$ cat config.mk
export PLATFORM = sky130hd
export DESIGN_NAME = sync_clk_counter_flat
export DESIGN_NICKNAME = d
export VERILOG_FILES = /design/src/rtl/sync_clk_counter_if.sv /design/src/rtl/sync_clk_counter.sv /design/src/flat_wrapper.sv
export SDC_FILE = /design/constraint.sdc
export NUM_CORES = 1
export LEC_CHECK = 0
export CORE_UTILIZATION = 40
export CTS_CLUSTER_DIAMETER = 80
export CTS_CLUSTER_SIZE = 10
export DETAILED_ROUTE_END_ITERATION = 7
export PLACE_DENSITY = 0.75
export REMOVE_ABC_BUFFERS = 1
export SLEW_MARGIN = 10
export SYNTH_ARGS = -nofsm -noshare
export SYNTH_HDL_FRONTEND = slang
export SYNTH_SLANG_ARGS = --single-unit
$ cat constraint.sdc
create_clock -name clk -period 5.16 [get_ports clk]
set_clock_uncertainty 0.15 [all_clocks]
set_input_delay 0.516 -clock clk [delete_from_list [all_inputs] [get_ports clk]]
set_output_delay 0.516 -clock clk [all_outputs]
set_load 0.02 [all_outputs]
$ cat src/rtl/sync_clk_counter_if.sv
// SyncClk bundle between the sync counter (producer) and the register/control side.
// The producer drives the counter/status fields; the control side drives the mode
// and error-clear requests.
interface sync_clk_counter_if #(
    parameter int COUNTER_SIZE = 19
);
    logic                    reset_cyclic;
    logic                    clear_error;
    logic [COUNTER_SIZE-1:0] sync_counter;
    logic                    error_flag;
    logic                    sync_pulse;
    logic [COUNTER_SIZE-1:0] period_last;
    logic                    locked;

    modport master (
        input  reset_cyclic,
        input  clear_error,
        output sync_counter,
        output error_flag,
        output sync_pulse,
        output period_last,
        output locked
    );

    modport slave (
        output reset_cyclic,
        output clear_error,
        input  sync_counter,
        input  error_flag,
        input  sync_pulse,
        input  period_last,
        input  locked
    );
endinterface

$ cat src/rtl/sync_clk_counter.sv
// Sync clock counter: counts clk cycles between external sync pulses, locks to
// them, and flags early or missing pulses against a nominal period +/- tolerance.
// The sync input is asynchronous and passes through a 2-FF synchroniser plus a
// delay flop for rising-edge detection (3-cycle input-to-counter latency).
module sync_clk_counter #(
    parameter int COUNTER_SIZE = 19,
    parameter int PERIOD       = 500000,
    parameter int TOL          = 4
) (
    input  logic                  clk,
    input  logic                  reset_n,
    input  logic                  sync_in,
    sync_clk_counter_if.master    bus
);

    typedef enum logic [0:0] {
        UNLOCKED = 1'b0,
        LOCKED   = 1'b1
    } state_t;

    localparam int WIN_LOW_I  = PERIOD - 32'sd1 - TOL;
    localparam int WIN_HIGH_I = PERIOD - 32'sd1 + TOL;
    localparam logic [COUNTER_SIZE-1:0] WIN_LOW  = WIN_LOW_I[COUNTER_SIZE-1:0];
    localparam logic [COUNTER_SIZE-1:0] WIN_HIGH = WIN_HIGH_I[COUNTER_SIZE-1:0];
    localparam logic [COUNTER_SIZE-1:0] CNT_ZERO = {COUNTER_SIZE{1'b0}};
    localparam logic [COUNTER_SIZE-1:0] CNT_ONE  = {{(COUNTER_SIZE-1){1'b0}}, 1'b1};

    logic                    syncMeta_r;
    logic                    syncQ_r;
    logic                    syncQd_r;
    logic                    edge_s;

    state_t                  state_r;
    state_t                  stateNext_s;
    logic [COUNTER_SIZE-1:0] count_r;
    logic [COUNTER_SIZE-1:0] countNext_s;
    logic [COUNTER_SIZE-1:0] periodLast_r;
    logic [COUNTER_SIZE-1:0] periodLastNext_s;
    logic                    pulse_r;
    logic                    pulseNext_s;
    logic                    error_r;
    logic                    errorNext_s;
    logic                    errorSet_s;
    logic                    locked_r;

    // Resynchronise the asynchronous sync input and keep one delayed copy for edge detection.
    always_ff @(posedge clk or negedge reset_n) begin
        if (!reset_n) begin
            syncMeta_r <= 1'b0;
            syncQ_r    <= 1'b0;
            syncQd_r   <= 1'b0;
        end else begin
            syncMeta_r <= sync_in;
            syncQ_r    <= syncMeta_r;
            syncQd_r   <= syncQ_r;
        end
    end

    assign edge_s = syncQ_r & ~syncQd_r;

    // State and registered outputs.
    always_ff @(posedge clk or negedge reset_n) begin
        if (!reset_n) begin
            state_r      <= UNLOCKED;
            count_r      <= CNT_ZERO;
            periodLast_r <= CNT_ZERO;
            pulse_r      <= 1'b0;
            error_r      <= 1'b0;
            locked_r     <= 1'b0;
        end else begin
            state_r      <= stateNext_s;
            count_r      <= countNext_s;
            periodLast_r <= periodLastNext_s;
            pulse_r      <= pulseNext_s;
            error_r      <= errorNext_s;
            locked_r     <= (stateNext_s == LOCKED);
        end
    end

    // Next-state, counter and period-check decisions.
    always_comb begin
        stateNext_s      = state_r;
        countNext_s      = count_r + CNT_ONE;
        periodLastNext_s = periodLast_r;
        pulseNext_s      = 1'b0;
        errorSet_s       = 1'b0;

        if (!bus.reset_cyclic) begin
            // Free-run: only the period capture follows the edges.
            stateNext_s = UNLOCKED;
            if (edge_s) begin
                periodLastNext_s = count_r;
            end else begin
                periodLastNext_s = periodLast_r;
            end
        end else begin
            case (state_r)
                UNLOCKED: begin
                    if (edge_s) begin
                        countNext_s      = CNT_ZERO;
                        pulseNext_s      = 1'b1;
                        periodLastNext_s = count_r;
                        stateNext_s      = LOCKED;
                    end else begin
                        stateNext_s = UNLOCKED;
                    end
                end
                LOCKED: begin
                    if (edge_s) begin
                        // An edge always resyncs; it is an error only if it is early.
                        // An edge at the window top beats the missing-pulse flywheel.
                        countNext_s      = CNT_ZERO;
                        pulseNext_s      = 1'b1;
                        periodLastNext_s = count_r;
                        if (count_r < WIN_LOW) begin
                            errorSet_s = 1'b1;
                        end else begin
                            errorSet_s = 1'b0;
                        end
                    end else if (count_r >= WIN_HIGH) begin
                        // Missing pulse: flywheel back to zero and stay locked.
                        countNext_s = CNT_ZERO;
                        errorSet_s  = 1'b1;
                    end else begin
                        countNext_s = count_r + CNT_ONE;
                    end
                end
                default: begin
                    stateNext_s = UNLOCKED;
                end
            endcase
        end

        // Sticky error: a new event takes priority over a clear request.
        if (errorSet_s) begin
            errorNext_s = 1'b1;
        end else if (bus.clear_error) begin
            errorNext_s = 1'b0;
        end else begin
            errorNext_s = error_r;
        end
    end

    assign bus.sync_counter = count_r;
    assign bus.period_last  = periodLast_r;
    assign bus.sync_pulse   = pulse_r;
    assign bus.error_flag   = error_r;
    assign bus.locked       = locked_r;

endmodule

$ cat src/flat_wrapper.sv
// flat-port wrapper written by rule: the top's interface ports become plain ports
module sync_clk_counter_flat 
#(
    parameter int COUNTER_SIZE = 19,
    parameter int PERIOD       = 500000,
    parameter int TOL          = 4
)
  (clk, reset_n, sync_in, bus_reset_cyclic, bus_clear_error, bus_sync_counter, bus_error_flag, bus_sync_pulse, bus_period_last, bus_locked);
  sync_clk_counter_if #(.COUNTER_SIZE(COUNTER_SIZE)) bus_i ();
  input  logic clk;
  input  logic reset_n;
  input  logic sync_in;
  input wire logic [$bits(bus_i.reset_cyclic)-1:0] bus_reset_cyclic;
  input wire logic [$bits(bus_i.clear_error)-1:0] bus_clear_error;
  output wire logic [$bits(bus_i.sync_counter)-1:0] bus_sync_counter;
  output wire logic [$bits(bus_i.error_flag)-1:0] bus_error_flag;
  output wire logic [$bits(bus_i.sync_pulse)-1:0] bus_sync_pulse;
  output wire logic [$bits(bus_i.period_last)-1:0] bus_period_last;
  output wire logic [$bits(bus_i.locked)-1:0] bus_locked;
  assign bus_i.reset_cyclic = bus_reset_cyclic;
  assign bus_i.clear_error = bus_clear_error;
  assign bus_sync_counter = bus_i.sync_counter;
  assign bus_error_flag = bus_i.error_flag;
  assign bus_sync_pulse = bus_i.sync_pulse;
  assign bus_period_last = bus_i.period_last;
  assign bus_locked = bus_i.locked;
  sync_clk_counter #(.COUNTER_SIZE(COUNTER_SIZE), .PERIOD(PERIOD), .TOL(TOL)) u_core (.clk(clk), .reset_n(reset_n), .sync_in(sync_in), .bus(bus_i));
endmodule
==> results.sh <==
export IMPL_status="completed"
export IMPL_grt_overflow_total=0
export IMPL_cts_num_sinks=44
export IMPL_synth_async_sr_flop_share=1.00
export IMPL_dpl_hpwl_um=2920
export IMPL_final_slew_viol_count=0
export IMPL_post_cts_resize_count=0
export IMPL_worst_pin_slew_ns=0.947
export IMPL_rsz0062_at_grt="no"
export IMPL_cts_tree="done"
export IMPL_first_global_vias=1466
export IMPL_drt_total_wl_um=4340
export IMPL_weighted_congestion_at_the_end_of_routability_driven_global_placement=0.773
export IMPL_maximum_number_of_pins_on_one_net_before_global_route_repair=45
export IMPL_synth_cells=208
export IMPL_ctsHoldBuffers=0
export IMPL_maximum_fanout_count_along_the_critical_path=22
export IMPL_antenna_diode_count=0
export IMPL_detailroute_via_count=1661
export IMPL_worst_reg2reg_path_depth=3
export IMPL_remaining_drc_errors=0
export IMPL_antenna_violations_before_repair=0
export IMPL_min_period_ns=2.37
export IMPL_p_leak_nw=1.19
export IMPL_power_combinational_fraction=0.334
export IMPL_synthesis_yosys_warnings=0
export IMPL_cts_root_to_sink_buffers=2
export IMPL_final_hold_violation_count=0
export IMPL_data_arrival_time_of_the_critical_path_ns=2.34
export IMPL_floorplan_die_height_um=73.3
export IMPL_floorplan_die_width_um=73.3
export IMPL_worst_hold_path_type="in -> async"
export IMPL_irDropWorstVdd_uv=214
export IMPL_design_final_nets=254
export IMPL_cts_setup_buffers=0
export IMPL_power_switching_fraction=0.357
export IMPL_initial_core_util=0.422
export IMPL_max_cap_violations=0
export IMPL_worst_skew_pair_late_latency_ns=0.30
export IMPL_hold_ws_ns=0.201
export IMPL_detail_route_wl_per_cell_um=13.7
export IMPL_setup_viol=0
export IMPL_layout_common_cells="nand2_1, clkdlybuf4s50_1, dfrtp_1"
export IMPL_worstReg2RegStart="u_core.syncQd_r"
export IMPL_track_usage=0.173
export IMPL_n_fill_cell=441
export IMPL_clock_fmax_ghz=0.423
export IMPL_floorplan_die_area_mm2=0.00537
export IMPL_fin_tns_setup_ns=0
export IMPL_firstDrtPassIters=5
export IMPL_h_tree_depth=2
export IMPL_synthDistinctLibCells=45
export IMPL_reg2reg_slack_ns=2.79
export IMPL_net_switching_power_uw=408
export IMPL_leading_cell_type_in_the_layout_fill_and_taps_excluded="nand2_1"
export IMPL_global_route_wire_length_before_repair_um=7110
export IMPL_worstSetupStartpointType="flip-flop"
export IMPL_antenna_violating_nets_left=0
export IMPL_postSynthAreaPerCell_um2=9.76
export IMPL_synth_enable_flop_cells=0
export IMPL_proportion_of_layout_cells_with_a_drive_suffix_above_1=0.0723
export IMPL_post_route_util=0.541
export IMPL_cts_inserted_buffers=5
export IMPL_postSynth_topFlopCell="dfrtp_1"
export IMPL_synth_seq_cells=44
export IMPL_slew_headroom=0.369
export IMPL_cts_clk_slew_worst_paths_ns=0.09
export IMPL_critical_path_required_ns=5.13
export IMPL_area_delta_synth_final_pct=28.4
export IMPL_cp_end_kind="flip-flop"
export IMPL_cts_root_buffer="clkbuf_8"
export IMPL_routed_via_density=5.26
export IMPL_fin_crit_sh=0.458
export IMPL_powerDensity_mw_per_mm2=439
export IMPL_seq_area_frac_synth=0.542
export IMPL_multiInputGateArea_um2=858
export IMPL_total_power_mw=1.15
export IMPL_seq_power_share=0.437
export IMPL_floorplan_rows=25
export IMPL_power_share_clock=0.229
export IMPL_critical_path_reg2reg_endpoint="u_core.bus.sync_counter[1]"
export IMPL_critical_path_class="reg -> reg"
export IMPL_netlist_area_mm2=0.00203
export IMPL_register_area_mm2=0.00110
export IMPL_floorplan_io_pins=46
export IMPL_p_int_uw=737
export IMPL_core_mm2=0.00482
export IMPL_violation_count_after_the_first_detailed_routing_iteration=94
export IMPL_port_buffers=45
through the flow:
| step | area (um2) | setup slack, ns | std cells |
|---|---|---|---|
| after global routing | 2610 | 2.63 | 316 |
| final | 2610 | 2.79 | 316 |
| after CTS | 2610 | 2.78 | 316 |
| after floorplan | 1960 | 3.22 | 195 |
| after global placement | 2500 | 2.91 | 308 |
| after detailed placement | 2500 | 2.79 | 308 |
worst max-delay path, cell delays in order, from the launching register on:
cell	delay (ns)
dfrtp_1	0.37
nand2b_1	0.54
a21boi_2	0.90
a21boi_0	0.22
metal layers:
metal	up-vias	part of all wire	track usage
li1	799	-	-
met1	823	0.48	0.242
met2	32	0.48	0.274
met3	7	0.023	0.0247
met4	0	0.016	0.0654
met5	-	0	0
flip-flops by register name, summed over array words and instances (netlist names):
| register | cells |
|---|---|
| u_core.bus.period_last | 19 |
| u_core.syncQd_r | 1 |
| u_core.bus.sync_counter | 19 |
| u_core.syncMeta_r | 1 |
| u_core.syncQ_r | 1 |
| u_core.state_r | 1 |
| u_core.bus.error_flag | 1 |
| u_core.bus.sync_pulse | 1 |
Yosys cell counts, drive strengths merged, types with 3 or more instances:
library cell,n,area (um2)
a21oi,13,65.1
a22oi,6,50.1
and4,4,36.3
buf,7,42.5
clkbuf,6,25.0
dfrtp,44,1100
nand2,63,236
nand3,6,30.0
nand4,7,65.1
nor2,3,11.3
o21ai,5,25.0
o31ai,3,22.5
or3,4,27.5
or4,3,26.3
xor2,9,78.8
final cells by class:
type / count / area share
Clock buffer: 6 / 0.0278
Multi-Input combinational cell: 150 / 0.329
Sequential cell: 44 / 0.422
Tap cell: 67 / 0.0321
Inverter: 1 / 0.00144
Timing Repair Buffer: 46 / 0.174
Clock inverter: 2 / 0.0134
power by group through the flow:
stage,logic (mW),registers (mW),clock network [mW]
after detailed placement,0.385,0.508,0
final,0.383,0.501,0.262
after global routing,0.413,0.515,0.277
after CTS,0.386,0.502,0.262
after global placement,0.378,0.507,0
after floorplan,0.122,0.577,0
kinds of logic after synthesis:
group | after synthesis | synth area share
AO/OA/AOI/OAI | 38 | 0.124
XOR/XNOR | 11 | 0.0474
adder cells (fa/ha/maj) | 1 | 0.00616
buffers and inverters | 14 | 0.0351
flip-flops | 44 | 0.542
AND/OR/NAND/NOR | 100 | 0.245
worst max-delay path by stage:
| stage | startpoint | end | slack, ns | depth (start not counted) |
|---|---|---|---|---|
| 5_1_grt | u_core.syncQd_r | u_core.bus.sync_counter[13] | 2.63 | 3 |
| 3_5_place_dp | u_core.syncQd_r | u_core.bus.sync_counter[1] | 2.79 | 3 |
| 2_1_floorplan | u_core.bus.sync_counter[0] | u_core.bus.sync_counter[12] | 3.22 | 5 |
| 6_report | u_core.syncQd_r | u_core.bus.sync_counter[1] | 2.79 | 3 |
| 3_3_place_gp | u_core.syncQd_r | u_core.bus.sync_counter[15] | 2.91 | 3 |
| 4_1_cts | u_core.syncQd_r | u_core.bus.sync_counter[1] | 2.78 | 3 |
(Power assumes the default switching activity.)
